==> src/rtl/fft_window_axis_if.sv <==
// AXI-Stream bundle for the FFT window block: complex sample, in-frame index, handshake, frame end.
interface fft_window_axis_if #(
    parameter int unsigned DATA_W = 16,
    parameter int unsigned LOG2_N = 5
);
    logic [2*DATA_W-1:0] tdata;
    logic [LOG2_N-1:0]   tuser;
    logic                tvalid;
    logic                tready;
    logic                tlast;

    modport master (output tdata, output tuser, output tvalid, output tlast, input tready);
    modport slave  (input tdata, input tvalid, input tlast, output tready);
endinterface

==> src/rtl/fft_window_axis.sv <==
// Streaming complex-by-real window multiplier with runtime-loadable coefficients,
// in-frame index regeneration, bypass, backpressure and frame-length error flags.
module fft_window_axis #(
    parameter int unsigned DATA_W  = 16,
    parameter int unsigned COEF_W  = 18,
    parameter int unsigned LOG2_N  = 5,
    parameter int unsigned LATENCY = 4
) (
    input  logic                aclk,
    input  logic                aresetn,
    fft_window_axis_if.slave    s_axis,
    fft_window_axis_if.master   m_axis,
    input  logic                bypass,
    input  logic                coef_wr_en,
    input  logic [LOG2_N-1:0]   coef_wr_addr,
    input  logic [COEF_W-1:0]   coef_wr_data,
    output logic                err_tlast_unexpected,
    output logic                err_tlast_missing
);
    localparam int unsigned N    = 2**LOG2_N;
    localparam int unsigned P_W  = DATA_W + COEF_W + 1;
    localparam int unsigned SH_W = P_W - COEF_W + 1;

    localparam logic [LOG2_N-1:0]     IDX_LAST = '1;
    localparam logic signed [COEF_W:0] COEF_ONE = {2'b01, {(COEF_W-1){1'b0}}};
    localparam logic signed [P_W-1:0]  RND      = {{(P_W-COEF_W+1){1'b0}}, 1'b1, {(COEF_W-2){1'b0}}};
    localparam logic signed [SH_W-1:0] SAT_MAX  = {{(SH_W-DATA_W+1){1'b0}}, {(DATA_W-1){1'b1}}};
    localparam logic signed [SH_W-1:0] SAT_MIN  = {{(SH_W-DATA_W+1){1'b1}}, {(DATA_W-1){1'b0}}};

    // Coefficient storage: no reset, read-before-write on address collision.
    logic [COEF_W-1:0] coef_ram [N];

    logic                     ready_en;
    logic [LOG2_N-1:0]        idx;
    logic [LATENCY-1:0]       vld;

    logic signed [DATA_W-1:0] s1_re, s1_im;
    logic                     s1_byp, s1_last;
    logic [LOG2_N-1:0]        s1_user;
    logic [COEF_W-1:0]        coef_q;

    logic signed [DATA_W-1:0] s2_re, s2_im;
    logic signed [COEF_W:0]   s2_coef;
    logic                     s2_last;
    logic [LOG2_N-1:0]        s2_user;

    logic signed [P_W-1:0]    s3_p_re, s3_p_im;
    logic                     s3_last;
    logic [LOG2_N-1:0]        s3_user;

    logic signed [DATA_W-1:0] out_re, out_im;
    logic                     out_last;
    logic [LOG2_N-1:0]        out_user;

    logic                     stall_c, accept_c, idx_last_c;
    logic signed [P_W-1:0]    rnd_re_c, rnd_im_c;
    logic signed [SH_W-1:0]   sh_re_c, sh_im_c;

    function automatic logic signed [DATA_W-1:0] sat(input logic signed [SH_W-1:0] x);
        if (x > SAT_MAX)      sat = {1'b0, {(DATA_W-1){1'b1}}};
        else if (x < SAT_MIN) sat = {1'b1, {(DATA_W-1){1'b0}}};
        else                  sat = DATA_W'(x);
    endfunction

    // Whole pipeline freezes only while the output holds an unaccepted beat.
    assign stall_c        = vld[LATENCY-1] && !m_axis.tready;
    assign s_axis.tready  = ready_en && !stall_c;
    assign accept_c       = s_axis.tvalid && ready_en && !stall_c;
    assign idx_last_c     = (idx == IDX_LAST);

    assign rnd_re_c = s3_p_re + RND;
    assign rnd_im_c = s3_p_im + RND;
    assign sh_re_c  = SH_W'(rnd_re_c >>> (COEF_W-1));
    assign sh_im_c  = SH_W'(rnd_im_c >>> (COEF_W-1));

    assign m_axis.tdata  = {out_im, out_re};
    assign m_axis.tuser  = out_user;
    assign m_axis.tlast  = out_last;
    assign m_axis.tvalid = vld[LATENCY-1];

    always_ff @(posedge aclk) begin
        if (coef_wr_en) coef_ram[coef_wr_addr] <= coef_wr_data;
    end

    // Frame index and length checking; error flags are not gated by the stall.
    always_ff @(posedge aclk or negedge aresetn) begin
        if (!aresetn) begin
            ready_en             <= 1'b0;
            idx                  <= '0;
            err_tlast_unexpected <= 1'b0;
            err_tlast_missing    <= 1'b0;
        end else begin
            ready_en             <= 1'b1;
            err_tlast_unexpected <= accept_c && s_axis.tlast && !idx_last_c;
            err_tlast_missing    <= accept_c && !s_axis.tlast && idx_last_c;
            if (accept_c) idx <= (s_axis.tlast || idx_last_c) ? '0 : idx + LOG2_N'(1);
        end
    end

    // Four-stage datapath: capture/RAM read, coefficient select, multiply, round/saturate.
    always_ff @(posedge aclk or negedge aresetn) begin
        if (!aresetn) begin
            vld      <= '0;
            s1_re    <= '0;
            s1_im    <= '0;
            s1_byp   <= 1'b0;
            s1_last  <= 1'b0;
            s1_user  <= '0;
            coef_q   <= '0;
            s2_re    <= '0;
            s2_im    <= '0;
            s2_coef  <= '0;
            s2_last  <= 1'b0;
            s2_user  <= '0;
            s3_p_re  <= '0;
            s3_p_im  <= '0;
            s3_last  <= 1'b0;
            s3_user  <= '0;
            out_re   <= '0;
            out_im   <= '0;
            out_last <= 1'b0;
            out_user <= '0;
        end else if (!stall_c) begin
            vld      <= {vld[LATENCY-2:0], accept_c};

            s1_re    <= s_axis.tdata[DATA_W-1:0];
            s1_im    <= s_axis.tdata[2*DATA_W-1:DATA_W];
            s1_byp   <= bypass;
            s1_last  <= idx_last_c || s_axis.tlast;
            s1_user  <= idx;
            coef_q   <= coef_ram[idx];

            s2_re    <= s1_re;
            s2_im    <= s1_im;
            s2_coef  <= s1_byp ? COEF_ONE : {1'b0, coef_q};
            s2_last  <= s1_last;
            s2_user  <= s1_user;

            s3_p_re  <= P_W'(s2_re) * P_W'(s2_coef);
            s3_p_im  <= P_W'(s2_im) * P_W'(s2_coef);
            s3_last  <= s2_last;
            s3_user  <= s2_user;

            out_re   <= sat(sh_re_c);
            out_im   <= sat(sh_im_c);
            out_last <= s3_last;
            out_user <= s3_user;
        end
    end
endmodule

==> src/flat_wrapper.sv <==
// flat-port wrapper written by rule: the top's interface ports become plain ports
module fft_window_axis_flat 
#(
    parameter int unsigned DATA_W  = 16,
    parameter int unsigned COEF_W  = 18,
    parameter int unsigned LOG2_N  = 5,
    parameter int unsigned LATENCY = 4
)
  (aclk, aresetn, bypass, coef_wr_en, coef_wr_addr, coef_wr_data, err_tlast_unexpected, err_tlast_missing, s_axis_tdata, s_axis_tvalid, s_axis_tlast, s_axis_tready, m_axis_tdata, m_axis_tuser, m_axis_tvalid, m_axis_tlast, m_axis_tready);
  fft_window_axis_if #(.DATA_W(DATA_W), .LOG2_N(LOG2_N)) s_axis_i ();
  fft_window_axis_if #(.DATA_W(DATA_W), .LOG2_N(LOG2_N)) m_axis_i ();
  input  logic aclk;
  input  logic aresetn;
  input  logic bypass;
  input  logic coef_wr_en;
  input  logic [LOG2_N-1:0] coef_wr_addr;
  input  logic [COEF_W-1:0] coef_wr_data;
  output logic err_tlast_unexpected;
  output logic err_tlast_missing;
  input wire logic [$bits(s_axis_i.tdata)-1:0] s_axis_tdata;
  input wire logic [$bits(s_axis_i.tvalid)-1:0] s_axis_tvalid;
  input wire logic [$bits(s_axis_i.tlast)-1:0] s_axis_tlast;
  output wire logic [$bits(s_axis_i.tready)-1:0] s_axis_tready;
  output wire logic [$bits(m_axis_i.tdata)-1:0] m_axis_tdata;
  output wire logic [$bits(m_axis_i.tuser)-1:0] m_axis_tuser;
  output wire logic [$bits(m_axis_i.tvalid)-1:0] m_axis_tvalid;
  output wire logic [$bits(m_axis_i.tlast)-1:0] m_axis_tlast;
  input wire logic [$bits(m_axis_i.tready)-1:0] m_axis_tready;
  assign s_axis_i.tdata = s_axis_tdata;
  assign s_axis_i.tvalid = s_axis_tvalid;
  assign s_axis_i.tlast = s_axis_tlast;
  assign s_axis_tready = s_axis_i.tready;
  assign m_axis_tdata = m_axis_i.tdata;
  assign m_axis_tuser = m_axis_i.tuser;
  assign m_axis_tvalid = m_axis_i.tvalid;
  assign m_axis_tlast = m_axis_i.tlast;
  assign m_axis_i.tready = m_axis_tready;
  fft_window_axis #(.DATA_W(DATA_W), .COEF_W(COEF_W), .LOG2_N(LOG2_N), .LATENCY(LATENCY)) u_core (.aclk(aclk), .aresetn(aresetn), .s_axis(s_axis_i), .m_axis(m_axis_i), .bypass(bypass), .coef_wr_en(coef_wr_en), .coef_wr_addr(coef_wr_addr), .coef_wr_data(coef_wr_data), .err_tlast_unexpected(err_tlast_unexpected), .err_tlast_missing(err_tlast_missing));
endmodule
==> config.mk <==
export PLATFORM = sky130hd
export DESIGN_NAME = fft_window_axis_flat
export DESIGN_NICKNAME = d
export VERILOG_FILES = /design/src/rtl/fft_window_axis_if.sv /design/src/rtl/fft_window_axis.sv /design/src/flat_wrapper.sv
export SDC_FILE = /design/constraint.sdc
export NUM_CORES = 2
export LEC_CHECK = 0
export ABC_AREA = 0
export CAP_MARGIN = 0
export CORE_ASPECT_RATIO = 0.75
export CORE_MARGIN = 1
export CORE_UTILIZATION = 52
export DETAILED_ROUTE_END_ITERATION = 7
export DONT_BUFFER_PORTS = 1
export PLACE_DENSITY = 0.72
export SETUP_SLACK_MARGIN = 0.05
export SLEW_MARGIN = 15
export SYNTH_ARGS = -nofsm -noshare
export SYNTH_HDL_FRONTEND = slang
export SYNTH_SLANG_ARGS = --single-unit
==> constraint.sdc <==
create_clock -name aclk -period 9.1 [get_ports aclk]
set_input_delay 1.82 -clock aclk [delete_from_list [all_inputs] [get_ports aclk]]
set_output_delay 1.82 -clock aclk [all_outputs]
set_load 0.02 [all_outputs]
==> impl_metrics.py <==
metrics = {
    "status": {
        "status": "finished clean",
    },
    "routing": {
        "drt_iter0_drc": 2522,
        "routed_wl_um": 113000,
        "drt-vias-per-instance": 5.70,
        "first_pass_iters": 5,
        "wl_per_cell_um": 22.0,
        "route.detailed.drc": 0,
        "via_count": 29400,
        "ant_nets": 0,
    },
    "logic_synthesis": {
        "synth_nets": 4665,
        "synth_seq_cells": 783,
        "syn_inst": 3911,
        "yosysSeqAreaShare_pct": 45.6,
        "synthArstFlopShare_pct": 26.4,
        "yosysTopAreaCell": "edfxtp_1",
        "synthFlopType": "edfxtp_1",
        "ys.warnings.count": 0,
        "syn_area_sq_mm": 0.0493,
        "syn-mean-instance-area_sq_um": 12.6,
        "synth_edf_count": 576,
        "synth_cell_types": 64,
        "synth_area_leaders": "edfxtp_1 35%, fa_1 18%, dfrtp_1 11%",
        "yosysTopAreaCellShare_pct": 35.1,
    },
    "grt": {
        "grt_max_degree": 208,
        "met1_usage_pct": 35.2,
        "grt_pass1_wl_um": 177000,
        "antenna_found_initial": 3,
        "grt_pass1_vias": 30300,
        "grt_overflow": 0,
        "use_met3_pct": 4.60,
        "met2_usage_pct": 38.3,
        "grtUsageTotal_pct": 24.5,
        "busiest_layer": "met2",
    },
    "setup_path": {
        "rrSetupSlack_ps": 2200,
        "crit_end": "u_core.s3_p_im[34]$_DFFE_PN0N_",
        "crit_start": "u_core.s2_coef[9]$_DFFE_PN0N_",
        "crit_fanout": 20,
        "timing.rr.end": "u_core.s3_p_im[34]$_DFFE_PN0N_",
        "crit_arrival_ps": 7460,
        "rr_worst_depth": 20,
        "critPathLaunchType": "flop",
        "path_class": "reg2reg",
        "worstReg2RegStart": "u_core.s2_coef[9]$_DFFE_PN0N_",
        "cp.required_ps": 9660,
        "crit_path_end_kind": "flop",
    },
    "floorplanning": {
        "ioPinCount": 104,
        "die_x_um": 357,
        "core_sq_mm": 0.0936,
        "initial_core_util_pct": 52.7,
        "die_height_um": 269,
        "dieArea_sq_mm": 0.0960,
        "rows": 97,
    },
    "final_layout": {
        "fill_cells": 7290,
        "diodes": 0,
        "register_area_sq_mm": 0.0225,
        "multi_input_area_sq_mm": 0.0241,
        "drive_gt1_share_pct": 10.4,
        "post-route-util_pct": 57.0,
        "area_delta_synth_final_pct": 8.14,
        "final_common_cell": "nand2_1",
        "final_nets": 4609,
        "final_cell_mix": "652 x nand2_1, 576 x edfxtp_1, 535 x inv_1",
    },
    "sta": {
        "rsz0062_at_grt": "no",
        "setup_tns_ps": 0,
        "period_share_pct": 75.9,
        "period_needed_ps": 6900,
        "finalMaxSlewViolations": 0,
        "fin_skew_ps": 55.3,
        "finalHoldViolCount": 0,
        "setup_violations": 0,
        "fmax_ghz": 0.145,
        "whs_ps": 467,
        "relSlewSlack_pct": 28.3,
        "worst_pin_slew_ps": 1080,
    },
    "clocking": {
        "cts_sinks": 783,
        "post_cts_buffers": 0,
        "holdBufCountCts": 0,
        "cts_root_buf": "clkbuf_16",
        "clk_latency_ps": 680,
        "clockBufferDepth": 3,
        "htree_levels": 3,
        "cts_buffers": 75,
        "clk_pin_slew_ps": 60,
        "cts_tree": "built",
        "post_cts_resized": 0,
    },
    "placement": {
        "dp_hpwl_um": 75100,
        "place.gp.congestion": 0.881,
        "io_buffers": 0,
    },
    "run": {
        "max-cap-violations": 0,
    },
    "hold_path": {
        "hold_start": "u_core.s1_user[1]$_DFFE_PN0N_",
        "hp-class": "reg2reg",
    },
}
## cell families after synthesis
family	share of synthesized area, %
AND/OR/NAND/NOR	11.3
flip-flops	45.6
buffers and inverters	5.64
adder cells (fa/ha/maj)	24.3
AO/OA/AOI/OAI	3.34
multiplexers	8.68
XOR/XNOR	1.14
other	0.00761
## flip-flops by register name (all words and copies together) (netlist names), 4 cells and up
| name | flops |
|---|---|
| u_core.coef_q | 18 |
| u_core.m_axis.tuser | 5 |
| u_core.s3_p_im | 19 |
| u_core.coef_ram | 576 |
| u_core.out_im | 16 |
| u_core.s2_re | 16 |
| u_core.vld | 4 |
| u_core.s1_re | 16 |
| u_core.s3_user | 5 |
| u_core.idx | 5 |
| u_core.s2_coef | 18 |
| u_core.s2_user | 5 |
| u_core.out_re | 16 |
| u_core.s2_im | 16 |
| u_core.s1_user | 5 |
| u_core.s3_p_re | 19 |
| u_core.s1_im | 16 |
## metrics by stage
step	instance area, sq um	instances	setup WS (ps)
after global placement	50700	5015	2430
final	53300	5155	2200
after detailed placement	50700	5015	2270
after floorplan	49300	3911	3080
after CTS	53300	5155	2200
after global routing	53300	5155	1990
## routing by layer
metal,part of all wire (%),up-vias
li1,-,12900
met1,43,15100
met2,46,1235
met3,8.2,170
met4,2.4,4
met5,0.023,-
## worst min-delay path by stage
stage / to / slack [ps] / depth (start not counted)
floorplan: u_core.vld[2]$_DFFE_PN0N_ / 430 / 2
global placement: u_core.vld[2]$_DFFE_PN0N_ / 440 / 2
detailed placement: u_core.s1_im[0]$_DFFE_PN0N_ / 450 / 2
CTS: u_core.s1_im[1]$_DFFE_PN0N_ / 470 / 2
global route: u_core.s1_user[2]$_DFFE_PN0N_ / 490 / 2
finish: u_core.s1_user[1]$_DFFE_PN0N_ / 470 / 2
## synth_stat cells (5+ instances only)
master	n
inv_1	535
mux2i_1	18
nor2_1	123
a211oi_1	5
and4_1	6
a21o_1	23
buf_2	15
o22a_1	14
xnor2_1	41
dfrtp_1	207
nand4_1	16
and2_1	269
nand2b_1	24
o21ai_0	30
nand2_1	652
fa_1	442
edfxtp_1	576
mux4_2	180
and3_1	17
a21oi_1	58
o21ai_1	25
nand3_1	23
o211ai_1	19
a31oi_1	5
o21a_1	22
nand3b_1	23
buf_1	9
xor2_1	23
nor2b_1	5
clkbuf_1	172
nor3_1	11
ha_1	250
o31ai_1	11
## area by class of cell
cell class                 instances  area share (%)
sequential                       783            42.2
clock inverter                    45            1.26
multi-input combinational       2395            45.3
clock buffer                      95            3.68
tap                             1237            2.90
timing repair buffer              65           0.939
inverter                         535            3.77
## worst max-delay path, cell delays in order, from the launching register on
cell and delay (ps):
dfrtp_1 880, buf_4 340, nand2_1 110, fa_1 540
fa_1 590, fa_1 450, fa_1 540, inv_1 50
fa_1 470, inv_1 50, fa_1 470, inv_1 40
ha_1 310, and4_1 280, nand4_1 110, o211a_1 290
a211oi_2 320, o211a_1 250, nor3_2 80, or4_1 520
nand3_1 100
Power is not shown: default switching activity piles up to over one toggle a cycle in this logic, so the estimate is an artifact.
